==> config.mk <==
export PLATFORM = sky130hd
export DESIGN_NAME = program_loader_flat
export DESIGN_NICKNAME = d
export VERILOG_FILES = /design/src/rtl/program_loader_if.sv /design/src/rtl/program_loader.sv /design/src/flat_wrapper.sv
export SDC_FILE = /design/constraint.sdc
export NUM_CORES = 1
export LEC_CHECK = 0
export BUFFER_PORTS_ARGS = -buffer_cell sky130_fd_sc_hd__buf_2
export CORE_ASPECT_RATIO = 0.6
export CORE_UTILIZATION = 24
export DETAILED_ROUTE_END_ITERATION = 8
export SLEW_MARGIN = 20
export SYNTH_ARGS = -nofsm -noshare
export SYNTH_HDL_FRONTEND = slang
export SYNTH_SLANG_ARGS = --single-unit
==> constraint.sdc <==
create_clock -name clk -period 5.64 [get_ports clk]
set_input_delay 1.692 -clock clk [delete_from_list [all_inputs] [get_ports clk]]
set_output_delay 1.692 -clock clk [all_outputs]
set_load 0.1 [all_outputs]
==> src/rtl/program_loader_if.sv <==
// Byte stream in, program memory write port out.
// The loader binds to the slave modport; the byte source binds to master.
interface program_loader_if;
    logic        Byte_Valid_i;
    logic [7:0]  Byte_Data_i;
    logic        Byte_Ready_o;
    logic        Mem_Write_o;
    logic [31:0] Mem_Address_o;
    logic [31:0] Mem_Data_o;

    modport master (
        output Byte_Valid_i,
        output Byte_Data_i,
        input  Byte_Ready_o,
        input  Mem_Write_o,
        input  Mem_Address_o,
        input  Mem_Data_o
    );

    modport slave (
        input  Byte_Valid_i,
        input  Byte_Data_i,
        output Byte_Ready_o,
        output Mem_Write_o,
        output Mem_Address_o,
        output Mem_Data_o
    );
endinterface

==> src/rtl/program_loader.sv <==
// Fills program memory from a length-prefixed byte stream and
// holds the core in reset until the whole image is written.
module program_loader #(
    parameter int          PROGRAM_MEMORY_DEPTH = 64,
    parameter logic [31:0] BASE_ADDRESS         = 32'h0040_0000
) (
    input  logic             clk,
    input  logic             reset,
    input  logic             Start_i,
    program_loader_if.slave  bus,
    output logic             Core_Reset_o,
    output logic             Busy_o,
    output logic             Done_o,
    output logic             Error_o
);
    localparam int IDX_W = $clog2(PROGRAM_MEMORY_DEPTH + 1);

    typedef enum logic [2:0] {
        IDLE,
        LEN_LO,
        LEN_HI,
        DATA,
        WRITE,
        DONE,
        ERROR
    } state_t;

    state_t             state;
    state_t             state_nx;
    logic [15:0]        len;
    logic [IDX_W-1:0]   word_idx;
    logic [1:0]         byte_idx;
    logic [23:0]        asm_word;
    logic [31:0]        mem_addr;
    logic [31:0]        mem_data;
    logic               accept;
    logic [15:0]        len_full;
    logic [16:0]        idx_inc;
    logic               len_bad;

    assign accept   = bus.Byte_Valid_i && bus.Byte_Ready_o;
    assign len_full = {bus.Byte_Data_i, len[7:0]};
    assign idx_inc  = 17'(word_idx) + 17'd1;
    assign len_bad  = (len_full == 16'd0) ||
                      (len_full > 16'(PROGRAM_MEMORY_DEPTH));

    // Every output is a decode of the state register or a register.
    assign bus.Byte_Ready_o  = (state == LEN_LO) ||
                               (state == LEN_HI) ||
                               (state == DATA);
    assign bus.Mem_Write_o   = (state == WRITE);
    assign bus.Mem_Address_o = mem_addr;
    assign bus.Mem_Data_o    = mem_data;
    assign Busy_o            = bus.Byte_Ready_o || (state == WRITE);
    assign Done_o            = (state == DONE);
    assign Core_Reset_o      = (state == DONE);
    assign Error_o           = (state == ERROR);

    always_ff @(posedge clk or negedge reset) begin
        if (!reset) begin
            state <= IDLE;
        end else begin
            state <= state_nx;
        end
    end

    always_comb begin
        state_nx = state;
        unique case (state)
            IDLE: begin
                if (Start_i) state_nx = LEN_LO;
            end
            LEN_LO: begin
                if (accept) state_nx = LEN_HI;
            end
            LEN_HI: begin
                if (accept) state_nx = len_bad ? ERROR : DATA;
            end
            DATA: begin
                if (accept && byte_idx == 2'd3) state_nx = WRITE;
            end
            WRITE: begin
                state_nx = (idx_inc == {1'b0, len}) ? DONE : DATA;
            end
            DONE, ERROR: begin
                if (Start_i) state_nx = LEN_LO;
            end
            default: state_nx = IDLE;
        endcase
    end

    always_ff @(posedge clk or negedge reset) begin
        if (!reset) begin
            len      <= '0;
            word_idx <= '0;
            byte_idx <= '0;
            asm_word <= '0;
            mem_addr <= BASE_ADDRESS;
            mem_data <= '0;
        end else begin
            case (state)
                LEN_LO: begin
                    if (accept) len[7:0] <= bus.Byte_Data_i;
                end
                LEN_HI: begin
                    if (accept) begin
                        len[15:8] <= bus.Byte_Data_i;
                        word_idx  <= '0;
                        byte_idx  <= '0;
                    end
                end
                DATA: begin
                    if (accept) begin
                        byte_idx <= byte_idx + 2'd1;
                        unique case (1'b1)
                            byte_idx == 2'd0: asm_word[7:0]   <= bus.Byte_Data_i;
                            byte_idx == 2'd1: asm_word[15:8]  <= bus.Byte_Data_i;
                            byte_idx == 2'd2: asm_word[23:16] <= bus.Byte_Data_i;
                            byte_idx == 2'd3: begin
                                // Top byte goes straight out with the finished word.
                                mem_data <= {bus.Byte_Data_i, asm_word};
                                mem_addr <= BASE_ADDRESS + (32'(word_idx) << 2);
                            end
                            default: ;
                        endcase
                    end
                end
                WRITE: begin
                    word_idx <= word_idx + IDX_W'(1);
                end
                default: ;
            endcase
        end
    end
endmodule

==> src/flat_wrapper.sv <==
// flat-port wrapper written by rule: the top's interface ports become plain ports
module program_loader_flat 
#(
    parameter int          PROGRAM_MEMORY_DEPTH = 64,
    parameter logic [31:0] BASE_ADDRESS         = 32'h0040_0000
)
  (clk, reset, Start_i, Core_Reset_o, Busy_o, Done_o, Error_o, bus_Byte_Valid_i, bus_Byte_Data_i, bus_Byte_Ready_o, bus_Mem_Write_o, bus_Mem_Address_o, bus_Mem_Data_o);
  program_loader_if bus_i ();
  input  logic clk;
  input  logic reset;
  input  logic Start_i;
  output logic Core_Reset_o;
  output logic Busy_o;
  output logic Done_o;
  output logic Error_o;
  input wire logic [$bits(bus_i.Byte_Valid_i)-1:0] bus_Byte_Valid_i;
  input wire logic [$bits(bus_i.Byte_Data_i)-1:0] bus_Byte_Data_i;
  output wire logic [$bits(bus_i.Byte_Ready_o)-1:0] bus_Byte_Ready_o;
  output wire logic [$bits(bus_i.Mem_Write_o)-1:0] bus_Mem_Write_o;
  output wire logic [$bits(bus_i.Mem_Address_o)-1:0] bus_Mem_Address_o;
  output wire logic [$bits(bus_i.Mem_Data_o)-1:0] bus_Mem_Data_o;
  assign bus_i.Byte_Valid_i = bus_Byte_Valid_i;
  assign bus_i.Byte_Data_i = bus_Byte_Data_i;
  assign bus_Byte_Ready_o = bus_i.Byte_Ready_o;
  assign bus_Mem_Write_o = bus_i.Mem_Write_o;
  assign bus_Mem_Address_o = bus_i.Mem_Address_o;
  assign bus_Mem_Data_o = bus_i.Mem_Data_o;
  program_loader #(.PROGRAM_MEMORY_DEPTH(PROGRAM_MEMORY_DEPTH), .BASE_ADDRESS(BASE_ADDRESS)) u_core (.clk(clk), .reset(reset), .Start_i(Start_i), .bus(bus_i), .Core_Reset_o(Core_Reset_o), .Busy_o(Busy_o), .Done_o(Done_o), .Error_o(Error_o));
endmodule
==> impl_metrics.json <==
{
  "area_growth_pct": 15.38,
  "synthArstFlopShare_pct": 100.0,
  "drc": 2,
  "cts-root-buf": "clkbuf_16",
  "worstSkewPairLatency_ns": 0.34,
  "drive_above_1_share_pct": 40.16,
  "antenna_left": 0,
  "cts_made_buffers": 9,
  "setup_viol_count_final": 0,
  "end_kind": "primary output",
  "grt_pass1_wl_microns": 14590,
  "rr_worst_depth": 7,
  "grt_overflow": 0,
  "status": "finished with violations",
  "diodes": 0,
  "dp_hpwl_microns": 6523,
  "grt_usage_pct": 10.56,
  "syn_area_per_cell_sq_um": 12.87,
  "postCtsSetupRepairBufs": 0,
  "grt_max_degree": 52,
  "yosys-top-cells-count": "91 x dfrtp_1, 79 x mux2_2, 26 x buf_4, 17 x nand2_1, 15 x o21ai_0",
  "path_class": "reg2out",
  "firstDrtPassIters": 6,
  "critical_path_arrival_ns": 2.06,
  "synth_top_cells_by_area": "dfrtp_1 54%, mux2_2 21%, buf_4 4.6%",
  "place.gp.congestion": 0.7906,
  "antenna_found_initial": 0,
  "synth_cell_types": 44,
  "synth.most_common_cell": "dfrtp_1",
  "netlist_area_sq_mm": 0.004223,
  "finalSetupTns_ns": 0,
  "cts.repair.resized": 0,
  "htree_levels": 3,
  "hold_viol_final": 0,
  "yosysSeqAreaShare_pct": 53.93,
  "initial_core_util_pct": 24.59,
  "tightest_slew_ns": 0.9849,
  "die_area_sq_mm": 0.01815,
  "cts_buffer_depth": 2,
  "num_vias": 2652,
  "fmax_ghz": 0.2668,
  "clock_skew_ns": 0.005474,
  "layout.nets": 398,
  "drt_iter0_drc": 106,
  "r2r_setup_slack_ns": 3.01,
  "vias_per_cell": 4.277,
  "max_slew_margin_pct": 34.11,
  "io_buffers": 56,
  "hold_path_depth": 1,
  "wl_per_cell_microns": 14.54,
  "chipHeight_microns": 104.7,
  "synth_top_area_share_pct": 53.93,
  "yosysWarnings": 0,
  "rsz0062_at_grt": "false",
  "cp-start-kind": "register",
  "fin_crit_ns": 3.749,
  "violations": "DRC",
  "n_fill_cell": 1799,
  "hold_buffers": 0,
  "path_max_fanout": 10,
  "rows": 37,
  "maxCapViolCount": 0,
  "cp.required_ns": 3.95,
  "dieWidth_microns": 173.2,
  "fin_crit_sh_pct": 66.46,
  "hp-start": "u_core.bus.Mem_Data_o[23]",
  "numClockSinks": 91,
  "cts_tree": "yes",
  "ios": 82,
  "synth_area_leader_cell": "dfrtp_1",
  "ys_ff_latch": 91,
  "min_path_type": "reg2reg",
  "hold_path_end": "u_core.bus.Mem_Data_o[23]",
  "core-area_sq_mm": 0.01718,
  "r2r_start": "u_core.word_idx[0]",
  "slew_violations": 0,
  "r2r-end": "u_core.state[1]",
  "grt_pass1_vias": 2656,
  "synth-edff-count": 0,
  "synthCells": 328,
  "synth_ff_type": "dfrtp_1",
  "wl_microns": 9014,
  "clk_transition_reported_paths_ns": 0.06
}
## cells in the final DEF (no fill, tap or decap), types with 4 or more instances in the layout
| cell | n |
|---|---|
| o21ai_0 | 15 |
| a21oi_1 | 4 |
| dfrtp_1 | 91 |
| nand2_1 | 16 |
| clkbuf_1 | 4 |
| nor3_1 | 4 |
| or4_1 | 4 |
| ha_1 | 5 |
| inv_1 | 5 |
| xor2_1 | 6 |
| conb_1 | 25 |
| nor4_1 | 4 |
| mux2_2 | 79 |
| clkbuf_16 | 9 |
| buf_2 | 55 |
| nor2_1 | 13 |
## critical path, cell delays in order, from the launching register on
cell,delay (ns)
dfrtp_1,0.49
nor2_1,0.27
nand2_2,0.20
inv_1,0.27
buf_2,0.49
## metal layers
metal	vias up	share of wire (%)	track usage, %
li1	1215	-	-
met1	1337	52	15.46
met2	88	41	14.63
met3	12	5.9	3.384
met4	0	1.2	2.971
met5	-	0	0
## sequential cells by signal, indices dropped and copies added (netlist names)
signal and cells:
u_core.bus.Mem_Data_o 32, u_core.asm_word 24, u_core.len 16, u_core.bus.Mem_Address_o 7, u_core.word_idx 7, u_core.state 3, u_core.byte_idx 2
## area by class of cell
type,count,area (sq um),share of cell area (%)
clock buffers,14,254.0,5.213
clock inverters,2,35.03,0.7191
flip-flops and latches,91,2277,46.74
inverters,5,18.77,0.3852
repair buffers,58,297.8,6.112
multi-input cells,216,1697,34.82
well taps,234,292.8,6.009
## stage by stage
step / cell area [sq um] / setup slack (ns) / utilization (%) / cells / hold slack (ns)
floorplan: 4309 / 0.5610 / - / 351 / 0.4750
global placement: 4583 / 2.058 / 26.68 / 604 / 0.4817
global route: 4872 / 1.780 / 28.37 / 620 / 0.5148
CTS: 4872 / 1.889 / 28.37 / 620 / 0.5014
finish: 4872 / 1.891 / 28.37 / 620 / 0.4992
detailed placement: 4583 / 1.921 / 26.68 / 604 / 0.4877
## worst max-delay path by stage
stage / start / slack [ns] / endpoint / depth (start not counted)
4_1_cts: u_core.state[1] / 1.89 / bus_Mem_Write_o / 4
5_1_grt: u_core.state[1] / 1.78 / bus_Mem_Write_o / 4
2_1_floorplan: u_core.state[0] / 0.56 / Done_o / 4
6_report: u_core.state[1] / 1.89 / bus_Mem_Write_o / 4
3_3_place_gp: bus_Byte_Valid_i / 2.06 / u_core.bus.Mem_Data_o[28] / 6
3_5_place_dp: bus_Byte_Valid_i / 1.92 / u_core.bus.Mem_Data_o[29] / 6
## logic make-up (layout without fill, tap and decap cells)
kind of cell | after synthesis | after routing | share of synthesized area [%]
adders and majority gates | 5 | 5 | 1.481
muxes | 81 | 81 | 21.54
DFF | 91 | 91 | 53.93
buffers and inverters | 44 | 79 | 8.000
xor gates and xnor gates | 8 | 8 | 1.659
AOI/OAI and AO/OA | 36 | 36 | 5.274
other | 2 | 25 | 0.1778
and+or+nand+nor | 61 | 61 | 7.941
Power is left out: the tool's default activity adds up to more than one toggle a clock period on the data nets, which glitch-free logic cannot reach.
